$ cat src/rtl/mmt_sync_pkg.sv
// rtl/mmt_sync_pkg.sv - shared types and helpers for the req/ack sync controller
// Contents:
//   mmt_hs_state_e  handshake FSM state (IDLE, ASSERT, RELEASE)
//   timer_width()   width of a timer that must hold values 0..cycles (min 1)
package mmt_sync_pkg;

  typedef enum logic [1:0] {
    IDLE    = 2'd0,
    ASSERT  = 2'd1,
    RELEASE = 2'd2
  } mmt_hs_state_e;

  function automatic int timer_width(input int cycles);
    return (cycles < 1) ? 1 : $clog2(cycles + 1);
  endfunction

endpackage

$ cat src/rtl/mmt_sync_single.sv
// rtl/mmt_sync_single.sv - multi-flop level synchronizer for one bit
// Ports:
//   clk   in   destination clock
//   rstn  in   active-low reset (asynchronous when AsyncReset=1)
//   d     in   asynchronous level
//   q     out  d delayed by Depth clk edges
module mmt_sync_single #(
  parameter int Depth      = 2,
  parameter bit AsyncReset = 1'b1,
  parameter bit AsyncSet   = 1'b0
) (
  input  logic clk,
  input  logic rstn,
  input  logic d,
  output logic q
);

  // AsyncSet selects the value the chain is forced to while in reset.
  localparam logic RstVal = AsyncSet;

  logic [Depth-1:0] sync_q;

  generate
    if (AsyncReset) begin : g_async
      always_ff @(posedge clk or negedge rstn) begin
        if (!rstn) sync_q <= {Depth{RstVal}};
        else       sync_q <= {sync_q[Depth-2:0], d};
      end
    end else begin : g_sync
      always_ff @(posedge clk) begin
        if (!rstn) sync_q <= {Depth{RstVal}};
        else       sync_q <= {sync_q[Depth-2:0], d};
      end
    end
  endgenerate

  assign q = sync_q[Depth-1];

endmodule

$ cat src/rtl/mmt_sync_req_ctrl.sv
// rtl/mmt_sync_req_ctrl.sv - source-side 4-phase req/ack event serialiser
// Ports:
//   clk        in   single clock
//   rstn       in   asynchronous active-low reset
//   push_i     in   one event per asserted cycle
//   clr_err_i  in   clears overflow_o and timeout_o
//   ack_i      in   async ack level from the far domain
//   req_o      out  registered req level
//   done_o     out  1-cycle pulse when a handshake completes
//   busy_o     out  handshake in flight or events queued
//   pending_o  out  queued events not yet started
//   overflow_o out  sticky: a push was dropped
//   timeout_o  out  sticky: a phase waited TimeoutCycles
module mmt_sync_req_ctrl
  import mmt_sync_pkg::*;
#(
  parameter int SyncDepth     = 3,
  parameter int CntWidth      = 4,
  parameter int TimeoutCycles = 64
) (
  input  logic                clk,
  input  logic                rstn,
  input  logic                push_i,
  input  logic                clr_err_i,
  input  logic                ack_i,
  output logic                req_o,
  output logic                done_o,
  output logic                busy_o,
  output logic [CntWidth-1:0] pending_o,
  output logic                overflow_o,
  output logic                timeout_o
);

  localparam int                TW        = timer_width(TimeoutCycles);
  localparam bit                TimeoutEn = (TimeoutCycles != 0);
  localparam logic [CntWidth-1:0] PMax    = {CntWidth{1'b1}};
  localparam logic [TW-1:0]     TLim      = TW'(TimeoutCycles);
  localparam logic [TW-1:0]     TPre      = TW'(TimeoutCycles - 1);

  mmt_hs_state_e       state, state_nxt;
  logic                ack_sync;
  logic [CntWidth-1:0] pending;
  logic [TW-1:0]       timer;
  logic                start, push_acc, drop, to_hit;
  logic                req_q, done_q, ovf_q, to_q;

  mmt_sync_single #(
    .Depth      (SyncDepth),
    .AsyncReset (1'b1),
    .AsyncSet   (1'b0)
  ) u_ack_sync (
    .clk  (clk),
    .rstn (rstn),
    .d    (ack_i),
    .q    (ack_sync)
  );

  // A push arriving while IDLE with nothing queued starts immediately, so a
  // full counter can still take a push in the cycle a start frees a slot.
  assign start    = (state == IDLE) && ((pending != '0) || push_i);
  assign push_acc = push_i && ((pending != PMax) || start);
  assign drop     = push_i && !push_acc;

  always_comb begin
    state_nxt = state;
    case (state)
      IDLE:    if (start)     state_nxt = ASSERT;
      ASSERT:  if (ack_sync)  state_nxt = RELEASE;
      RELEASE: if (!ack_sync) state_nxt = IDLE;
      default:                state_nxt = IDLE;
    endcase
  end

  // Fires only on the step onto the limit; the saturated timer cannot re-set
  // the flag after it has been cleared.
  assign to_hit = TimeoutEn && (state != IDLE) && (state_nxt == state) && (timer == TPre);

  always_ff @(posedge clk or negedge rstn) begin
    if (!rstn) begin
      state   <= IDLE;
      pending <= '0;
      timer   <= '0;
      req_q   <= 1'b0;
      done_q  <= 1'b0;
      ovf_q   <= 1'b0;
      to_q    <= 1'b0;
    end else begin
      state  <= state_nxt;
      done_q <= 1'b0;
      case (state)
        IDLE:    if (start)     req_q  <= 1'b1;
        ASSERT:  if (ack_sync)  req_q  <= 1'b0;
        RELEASE: if (!ack_sync) done_q <= 1'b1;
        default:                req_q  <= 1'b0;
      endcase

      if (push_acc && !start)      pending <= pending + CntWidth'(1);
      else if (!push_acc && start) pending <= pending - CntWidth'(1);

      if ((state_nxt != state) || (state == IDLE)) timer <= '0;
      else if (timer != TLim)                      timer <= timer + TW'(1);

      if (drop)           ovf_q <= 1'b1;
      else if (clr_err_i) ovf_q <= 1'b0;

      if (to_hit)         to_q  <= 1'b1;
      else if (clr_err_i) to_q  <= 1'b0;
    end
  end

  assign req_o      = req_q;
  assign done_o     = done_q;
  assign busy_o     = (state != IDLE) || (pending != '0);
  assign pending_o  = pending;
  assign overflow_o = ovf_q;
  assign timeout_o  = to_q;

endmodule

$ cat config.mk
export PLATFORM = sky130hd
export DESIGN_NAME = mmt_sync_req_ctrl
export DESIGN_NICKNAME = d
export VERILOG_FILES = /design/src/rtl/mmt_sync_pkg.sv /design/src/rtl/mmt_sync_single.sv /design/src/rtl/mmt_sync_req_ctrl.sv
export SDC_FILE = /design/constraint.sdc
export NUM_CORES = 1
export LEC_CHECK = 0
export ABC_CLOCK_PERIOD_IN_PS = 2650
export CAP_MARGIN = 10
export CORE_ASPECT_RATIO = 0.75
export CORE_MARGIN = 1
export CORE_UTILIZATION = 47
export DETAILED_ROUTE_END_ITERATION = 16
export PLACE_DENSITY = 0.85
export SETUP_SLACK_MARGIN = 0.4
export SYNTH_ARGS = -nofsm -noshare
export SYNTH_HDL_FRONTEND = slang
export SYNTH_SLANG_ARGS = --single-unit
$ cat constraint.sdc
create_clock -name clk -period 2.65 [get_ports clk]
set_input_delay 0.265 -clock clk [delete_from_list [all_inputs] [get_ports clk]]
set_output_delay 0.265 -clock clk [all_outputs]
set_load 0.01 [all_outputs]
==> results of run 1 <==
==> sequential cells by signal (all words and copies together), names as in the netlist <==
| register | flops |
|---|---|
| done_o | 1 |
| overflow_o | 1 |
| pending_o | 4 |
| req_o | 1 |
| state | 2 |
| timeout_o | 1 |
| timer | 7 |
| u_ack_sync.sync_q | 3 |
==> where the power goes <==
part / leakage [nW] / switching [W] / internal (W)
logic: 0.281 / 0.000408 / 0.000462
clock network: 0.0210 / 0.0000922 / 0.0000839
registers: 0.253 / 0.0000639 / 0.000383
==> cells by family after synthesis <==
family / after synthesis / synth area share, %
AO/OA/AOI/OAI: 21 / 13.2
XOR/XNOR: 5 / 4.40
adder cells (fa/ha/maj): 6 / 8.30
buffers and inverters: 6 / 2.26
flip-flops: 20 / 50.3
multiplexers: 2 / 2.14
AND/OR/NAND/NOR: 35 / 19.4
==> routing by layer <==
| metal | track usage, % | vias up | wire (um) |
|---|---|---|---|
| met4 | 8.50 | 0 | 46 |
| li1 | - | 395 | - |
| met2 | 29.2 | 36 | 1060 |
| met3 | 8.06 | 11 | 157 |
| met5 | 0 | - | 0 |
| met1 | 33.4 | 392 | 997 |
==> final cells by class <==
type / instances / area, um2 / area share, %
Clock buffer: 4 / 36.3 / 2.74
Inverter: 5 / 21.3 / 1.60
Multi-Input combinational cell: 69 / 515 / 38.9
Sequential cell: 20 / 504 / 38.0
Tap cell: 24 / 30.0 / 2.26
Timing Repair Buffer: 25 / 219 / 16.5
==> worst max-delay path, stage by stage (launching register included) <==
cell and delay (ns):
dfrtp_2 0.42, or4_4 0.57, o21ai_4 0.17, ha_4 0.18
inv_4 0.05, ha_4 0.26, or4_4 0.47, o211ai_1 0.13
o211ai_1 0.14
==> worst max path at each step <==
stage                     slack [ns]  depth (start not counted)           end
after floorplan                 0.24                          8  pending_o[3]
after global placement          0.21                          8  pending_o[3]
after detailed placement        0.09                          8  pending_o[3]
after CTS                       0.22                          8  pending_o[3]
after global routing            0.06                          8  pending_o[3]
final                           0.14                          8  pending_o[3]
==> per-stage QoR <==
stage / utilization, % / area [um2]
floorplan: - / 1020
global placement: 59.3 / 1180
detailed placement: 59.3 / 1180
CTS: 64.2 / 1280
global route: 66.4 / 1330
finish: 66.4 / 1330
==> repair_timing <==
action	in CTS	in global routing
setup endpoints to repair	4	3
hold buffers	0	0
setup buffers	6	5
gates resized for setup	4	2
pin swaps	3	5
==> layout by cell type, fill, tap and decap left out, drive strengths merged, types with 4 or more instances in the layout <==
master,instances
clkbuf,4
buf,12
nor2,7
nor3,4
clkdlybuf4s50,12
inv,5
or3,5
ha,5
a21oi,6
o21ai,7
nand2,4
nand3,5
dfrtp,20
==> reports/qor.csv, run 1 <==
metric,value,unit
Layout area overhead,33.3,%
final WL,2.26,mm
grt ovf,0,
crit share post-route,94.6,%
Slew @ Worst Pin,0.849,ns
area fraction of the dominant cell type after synthesis,50.3,%
Post-Syn Area,995,um2
count of cell types in the netlist,29,
Filler Cell Count,154,
VDD IR-drop max,0.825,mV
reg2reg end,pending_o[3],
nets,135,
"Arr. time, crit path",2.69,ns
CP startpoint,pending_o[1],
pre-CTS setup slack,0.0930,ns
initial DRC count,40,
global-route wire length before repair,3.49,mm
Ant. Diodes,0,
Routed Antenna Nets,0,
"Worst Setup Slack, final",0.144,ns
port bufs,13,
fin. max-slew vios,0,
routability congestion estimate,0.833,
Reg2Reg Depth,8,
"Seq/Total Area, Yosys",50.3,%
Worst setup EP type,register,
core region area,2000,um2
synthesis-stage register bit count,20,
worst hold path endpoint,u_ack_sync.sync_q[1],
Hold Path Class,register to register,
Die X,55.1,um
RSZ-0062 raised after global routing,yes,
status,"complete, but fails checks",
placed wire-length estimate,1.44,mm
reg2reg start,pending_o[1],
Worst setup SP type,register,
Syn. warnings,0,
"EDFF count, synth",0,
violated checks,design-rule violations,
Clock Sinks,20,
post-DR vias/cell,5.67,
Hold Fails Final Rpt,0,
Clock transition at path regs,0.11,ns
hold-critical path depth,0,
H-tree level count,1,
R2R Setup Slk,0.14,ns
TNS Setup,0,ns
Peak Freq,0.399,GHz
post-route insts no fill,147,
Pwr Total,0.00149,W
synthesized area per cell,10.5,um2
Initial Utilization,49.8,%
fin crit period,2.51,ns
WL per Instance,15.4,um
dpl cells,132,
die area,2310,um2
Yosys top cell by area,dfrtp_1,
Static Leak,0.556,nW
Remaining DRCs,2,
clock skew,0.00569,ns
most frequent cells after synthesis,"dfrtp_1 (20), nor2_1 (7), o21ai_0 (7)",
syn nets,106,
asr flop ratio synth,100,%
number of global-route vias before repair,706,
clock buffer count from CTS,3,
worst setup path class,register to register,
min-delay src,u_ack_sync.sync_q[0],
Area contributors post-synth,"dfrtp_1 (50%), ha_1 (6.3%), o21ai_0 (3.5%), or3_1 (3.1%), a21oi_1 (3.0%)",
height of the die,41.8,um
# setup viols final,0,
layout cells sized above 1,22.0,%
largest net degree at the start of global routing,21,
DRT Pass-1 Iters,10,
Critical Path RT,2.84,ns
Max Cap Viol,0,
Post-Synthesis Cells,95,
clock latency on the worst-skew pair,0.30,ns
CTS root buffer,clkbuf_4,
Via Count,834,
CTS tree,yes,
row cnt,14,
cell with the most instances after synthesis,dfrtp_1,
crit-path max FO,5,
gr usage total,22.3,%
Main synth FF type,dfrtp_1,
pwr dens,1130,nW/um2
Hold Slack,0.358,ns
Max clock buf depth,2,
IO Count,14,
initial antenna violation count,0,
Slew headroom,43.2,%
Note: power is estimated with default switching activity, not from simulation.
==> run 2, diff against run 1 <==
--- a/config.mk
+++ b/config.mk
@@ -7,9 +7,11 @@
 export LEC_CHECK = 0
 export ABC_CLOCK_PERIOD_IN_PS = 2650
 export CAP_MARGIN = 10
+export CELL_PAD_IN_SITES_DETAIL_PLACEMENT = 0
+export CELL_PAD_IN_SITES_GLOBAL_PLACEMENT = 1
 export CORE_ASPECT_RATIO = 0.75
 export CORE_MARGIN = 1
-export CORE_UTILIZATION = 47
+export CORE_UTILIZATION = 37
 export DETAILED_ROUTE_END_ITERATION = 16
 export PLACE_DENSITY = 0.85
 export SETUP_SLACK_MARGIN = 0.4
==> run 2 against run 1 <==
Against the previous run: the flow now finishes without violations; via count down 4.6%; final area down 2.7%; die area up 26%; clock skew down 0.0014 ns; wire length down 13%; clock-buffer cell count unchanged; maximum frequency up 2.5%; critical endpoint unchanged; largest cell class unchanged.
==> reports/qor.csv, run 2 (same netlist as run 1, synthesis figures left out) <==
metric,value,unit,change
routability congestion estimate,0.773,,-7.3%
Clock Sinks,20,,unchanged
Hold Fails Final Rpt,0,,unchanged
worst setup path class,register to register,,
reg2reg end,pending_o[3],,
die area,2900,um2,+26%
sw frac,37.8,%,+0.044 points
Worst setup SP type,register,,
crit-path max FO,5,,unchanged
number of global-route vias before repair,741,,+5.0%
DRT Pass-1 Iters,4,,-6
number of flip-flops in the largest register,7,,unchanged
gr usage total,16.2,%,-6.1 points
H-tree level count,1,,unchanged
Slew headroom,57.4,%,+14 points
final core utilization,53.3,%,-13 points
port bufs,13,,unchanged
Reg2Reg Depth,8,,unchanged
fin crit period,2.45,ns,-0.0603 ns
Initial Utilization,41.1,%,-8.7 points
Pwr Total,0.00136,W,-8.7%
global-route wire length before repair,3.29,mm,-5.7%
placed wire-length estimate,1.44,mm,-0.11%
Comb pwr share,56.4,%,-1.9 points
RSZ-0062 raised after global routing,yes,,
pwr dens,1060,nW/um2,-6.2%
grt ovf,0,,unchanged
layout cells sized above 1,16.1,%,-5.8 points
initial antenna violation count,0,,unchanged
Flop pwr share,32.7,%,+2.8 points
clock latency on the worst-skew pair,0.30,ns,about the same
Hold Slack,0.287,ns,-0.0703 ns
WL per Instance,12.9,um,-16%
pre-CTS setup slack,0.0940,ns,+0.00105 ns
nets,130,,-3.7%
TNS Setup,0,ns,unchanged
final WL,1.96,mm,-13%
most frequent cells in the layout,"dfrtp_1 (18), clkdlybuf4s50_1 (12), nor2_1 (7), buf_4 (7), a21oi_1 (6)",,
height of the die,46.9,um,+12%
Hold Path Class,input pin to asynchronous set/reset pin,,
row cnt,15,,+1
Ant. Diodes,0,,unchanged
fin. max-slew vios,0,,unchanged
post-DR vias/cell,5.24,,-7.7%
Max clock buf depth,2,,unchanged
Worst setup EP type,register,,
Routed Antenna Nets,0,,unchanged
reg2reg start,pending_o[3],,
Via Count,796,,-4.6%
CTS root buffer,clkbuf_4,,
initial DRC count,28,,-30%
CTS tree,yes,,
Critical Path RT,2.84,ns,about the same
Die X,61.9,um,+12%
largest net degree at the start of global routing,21,,unchanged
VDD IR-drop max,0.637,mV,-23%
P_sw,0.000515,W,-8.6%
Slew @ Worst Pin,0.639,ns,-0.211 ns
Remaining DRCs,0,,-2
crit share post-route,92.3,%,-2.3 points
Max Cap Viol,0,,unchanged
Static Leak,0.530,nW,-4.5%
clock skew,0.00432,ns,-0.00137 ns
Layout area overhead,29.7,%,
IO Count,14,,unchanged
R2R Setup Slk,0.20,ns,+0.06 ns
"commonest non-fill, non-tap cell in the layout",dfrtp_1,,
Clock Power Share,10.9,%,-0.9 points
core region area,2420,um2,+21%
Peak Freq,0.409,GHz,+2.5%
# setup viols final,0,,unchanged
clock buffer count from CTS,3,,unchanged
Pint,0.000847,W,-8.8%
status,finished clean,,
"Worst Setup Slack, final",0.204,ns,+0.0603 ns
CTS Hold Bufs,0,,unchanged
"Arr. time, crit path",2.64,ns,-0.05 ns
largest register by flop count,timer,,
Clock transition at path regs,0.11,ns,about the same
==> run 2: per-layer routing <==
layer | wire (um) | GRT usage (%) | part of all wire, %
met5 | 0 | 0 | 0
met4 | 13 | 2.67 | 0.66
met3 | 66 | 6.61 | 3.4
met2 | 923 | 25.2 | 47
met1 | 956 | 21.9 | 49
==> run 2: repair_timing <==
action | in CTS | in global routing
cloned | 0 | 0
pin swaps | 0 | 1
endpoints found under the setup margin | 4 | 3
buffers inserted | 3 | 1
resized for setup | 3 | 3
==> run 2: cell type report <==
| type | count | area [um2] |
|---|---|---|
| clock buffers | 4 | 26.3 |
| fillers | 216 | 1130 |
| inverters | 5 | 21.3 |
| multi-input cells | 69 | 515 |
| flip-flops and latches | 20 | 503 |
| well taps | 34 | 42.5 |
| repair buffers | 20 | 181 |
==> run 2: per-stage QoR <==
stage	instances	cell area [um2]
2_1_floorplan	95	1020
3_5_place_dp	144	1210
6_report	152	1290
3_3_place_gp	144	1210
5_1_grt	152	1290
4_1_cts	151	1280
==> run 2: worst max path at each step <==
stage / from / to / slack [ns]
floorplan: pending_o[3] / pending_o[3] / 0.24
global placement: pending_o[3] / pending_o[3] / 0.19
detailed placement: pending_o[3] / pending_o[3] / 0.09
CTS: pending_o[3] / pending_o[3] / 0.23
global route: pending_o[3] / pending_o[3] / 0.15
finish: pending_o[3] / pending_o[3] / 0.20
==> run 2: worst max-delay path, cell delays in order, from the launching register on <==
cell	delay, ns
dfrtp_2	0.42
or4_4	0.57
o21ai_4	0.18
ha_4	0.17
inv_4	0.05
ha_4	0.23
or4_1	0.49
o211ai_1	0.11
o211ai_1	0.10
==> run 2: power by group through the flow <==
| stage | Sequential, W | Clock (W) | Combinational [W] |
|---|---|---|---|
| detailed placement | 0.000467 | 0 | 0.000661 |
| global placement | 0.000465 | 0 | 0.000641 |
| finish | 0.000445 | 0.000149 | 0.000769 |
| floorplan | 0.000491 | 0 | 0.000397 |
| CTS | 0.000443 | 0.000156 | 0.000737 |
| global route | 0.000458 | 0.000168 | 0.000853 |
==> run 3, diff against run 2 <==
--- a/config.mk
+++ b/config.mk
@@ -11,10 +11,12 @@
 export CELL_PAD_IN_SITES_GLOBAL_PLACEMENT = 1
 export CORE_ASPECT_RATIO = 0.75
 export CORE_MARGIN = 1
-export CORE_UTILIZATION = 37
+export CORE_UTILIZATION = 39
+export CTS_BUF_LIST = sky130_fd_sc_hd__clkbuf_4 sky130_fd_sc_hd__clkbuf_8
 export DETAILED_ROUTE_END_ITERATION = 16
-export PLACE_DENSITY = 0.85
+export PLACE_DENSITY = 0.89
 export SETUP_SLACK_MARGIN = 0.4
+export SKIP_LAST_GASP = 1
 export SYNTH_ARGS = -nofsm -noshare
 export SYNTH_HDL_FRONTEND = slang
 export SYNTH_SLANG_ARGS = --single-unit
==> run 3 against run 2 <==
Against the previous run: first-iteration DRC count down 50%; die area shrank 4.9%; worst hold slack improved by 0.0071 ns; flip-flop and latch count unchanged; combinational power down 4.0%; final area unchanged; final cell count shrank 0.66%; largest cell class unchanged; setup slack gained 0.052 ns; maximum frequency rose by 2.2%; wire length fell by 1.2%.
==> reports/qor.csv, run 3 (same netlist as run 1, synthesis figures left out) <==
metric,value,unit,change
status,finished clean,,
grt ovf,0,,unchanged
worst setup path class,register to register,,
Slew @ Worst Pin,0.656,ns,+0.0177 ns
fin crit period,2.39,ns,-0.0522 ns
Remaining DRCs,0,,unchanged
P_sw,0.000502,W,-2.5%
crit-path max FO,5,,unchanged
Flop pwr share,33.0,%,+0.3 points
number of global-route vias before repair,734,,-0.94%
most frequent cells in the layout,"dfrtp_1 (18), clkdlybuf4s50_1 (12), nor2_1 (7)",,
Initial Utilization,42.4,%,+1.3 points
Max clock buf depth,2,,unchanged
Hold Fails Final Rpt,0,,unchanged
height of the die,45.7,um,-2.5%
Worst setup EP type,register,,
clock skew,0.00293,ns,-0.00139 ns
crit share post-route,90.3,%,-2.0 points
die area,2760,um2,-4.9%
met1 usage,22.4,%,+0.57 points
dpl cells,144,,unchanged
Max Cap Viol,0,,unchanged
met3 Usage GRT,5.11,%,-1.5 points
port bufs,13,,unchanged
sw frac,36.9,%,-0.90 points
Layout area overhead,29.7,%,unchanged
"Arr. time, crit path",2.58,ns,-0.06 ns
routability congestion estimate,0.820,,+6.1%
Peak Freq,0.418,GHz,+2.2%
Die X,60.3,um,-2.5%
final core utilization,55.0,%,+1.7 points
initial DRC count,14,,-50%
Clock Sinks,20,,unchanged
Worst setup SP type,register,,
DP Area,1210,um2,unchanged
layout cells sized above 1,17.1,%,+0.99 points
TNS Setup,0,ns,unchanged
global-route wire length before repair,3.26,mm,-1.1%
Ant. Diodes,0,,unchanged
RSZ-0062 raised after global routing,yes,,
Filler Cell Count,213,,-1.4%
"Largest stage delay, worst path",0.57,ns,about the same
post-DR vias/cell,5.14,,-1.9%
Reg2Reg Depth,8,,unchanged
Hold Path Class,input pin to asynchronous set/reset pin,,
Slowest cell on crit path,or4_4,,
fin. max-slew vios,0,,unchanged
Routed Antenna Nets,0,,unchanged
nets,129,,-0.77%
H-tree level count,1,,unchanged
post-route insts no fill,151,,-0.66%
"commonest non-fill, non-tap cell in the layout",dfrtp_1,,
CTS Hold Bufs,0,,unchanged
core region area,2350,um2,-3.1%
DRT Pass-1 Iters,4,,unchanged
fin area,1290,um2,unchanged
IO Count,14,,unchanged
Via Count,776,,-2.5%
Pint,0.000858,W,+1.3%
CTS root buffer,clkbuf_4,,
initial antenna violation count,0,,unchanged
final WL,1.94,mm,-1.2%
Pwr Total,0.00136,W,-0.17%
Comb pwr share,54.2,%,-2.2 points
Clock Power Share,12.8,%,+1.9 points
GR Util met2,26.6,%,+1.4 points
GR peak layer,met2,,
# setup viols final,0,,unchanged
WL per Instance,12.8,um,-0.52%
placed wire-length estimate,1.43,mm,-0.39%
number of flip-flops in the largest register,7,,unchanged
pwr dens,1050,nW/um2,-0.17%
Static Leak,0.528,nW,-0.45%
clock buffer count from CTS,3,,unchanged
gr usage total,16.9,%,+0.72 points
CP Cell Sequence,or4_4 > o21ai_4 > ha_4 > inv_2 > ha_4 > or4_4 > o211ai_1 > o211ai_1,,
Clock transition at path regs,0.11,ns,about the same
Slew headroom,56.3,%,-1.2 points
row cnt,15,,unchanged
largest net degree at the start of global routing,21,,unchanged
largest register by flop count,timer,,
CTS tree,yes,,
VDD IR-drop max,0.543,mV,-15%
clock latency on the worst-skew pair,0.30,ns,about the same
Critical Path RT,2.84,ns,about the same
run 3: cell count changes in the layout (fill, tap and decap cells not counted), sizes merged:
cell | previous run | this run
buf | 7 | 6
run 3: metal layers:
metal,wire (um),vias to the layer above
met5,0,-
met3,88,6
li1,-,387
met2,860,21
met1,951,362
met4,36,0
run 3: worst max-delay path, delay by kind of cell, from the launching register on:
kind / cells / cell delay, ns
AO/OA/AOI/OAI: 3 / 0.37
adder cells (fa/ha/maj): 2 / 0.40
buffers and inverters: 1 / 0.06
flip-flops: 1 / 0.41
AND/OR/NAND/NOR: 2 / 1.04
run 3: stage by stage:
stage / worst slack (ns) / hold WS [ns]
after global routing: 0.190 / 0.294
after detailed placement: 0.125 / 0.335
final: 0.257 / 0.294
after floorplan: 0.239 / -0.0306
after CTS: 0.252 / 0.292
after global placement: 0.203 / 0.332
run 3: area by class of cell:
| cell class | instances | area [um2] | share of cell area, % |
|---|---|---|---|
| repair buffers | 19 | 174 | 13.5 |
| inverters | 5 | 18.8 | 1.45 |
| well taps | 34 | 42.5 | 3.30 |
| multi-input cells | 69 | 515 | 40.0 |
| clock buffers | 4 | 36.3 | 2.81 |
| flip-flops and latches | 20 | 503 | 39.0 |
run 3: power by group through the flow:
| stage | registers (W) | logic, W | clock network [W] |
|---|---|---|---|
| finish | 0.000448 | 0.000738 | 0.000174 |
| global route | 0.000463 | 0.000811 | 0.000197 |
| floorplan | 0.000491 | 0.000397 | 0 |
| CTS | 0.000447 | 0.000729 | 0.000182 |
| global placement | 0.000461 | 0.000642 | 0 |
| detailed placement | 0.000463 | 0.000658 | 0 |
run 3: what timing repair did:
action / in CTS / in global routing
endpoints found under the setup margin: 4 / 1
buffers inserted: 3 / 0
resized for setup: 3 / 1
pin swaps: 3 / 2
run 3: path summary, 6_finish.rpt:
path | startpoint | endpoint | slack (ns)
setup / recovery | pending_o[2] | pending_o[3] | 0.26
hold / removal | rstn | req_o | 0.29
setup reg to reg | pending_o[2] | pending_o[3] | 0.26
hold reg to reg | u_ack_sync.sync_q[0] | u_ack_sync.sync_q[1] | 0.36
max in group asynchronous | rstn | pending_o[2] | 2.14
min in group clk | u_ack_sync.sync_q[0] | u_ack_sync.sync_q[1] | 0.36
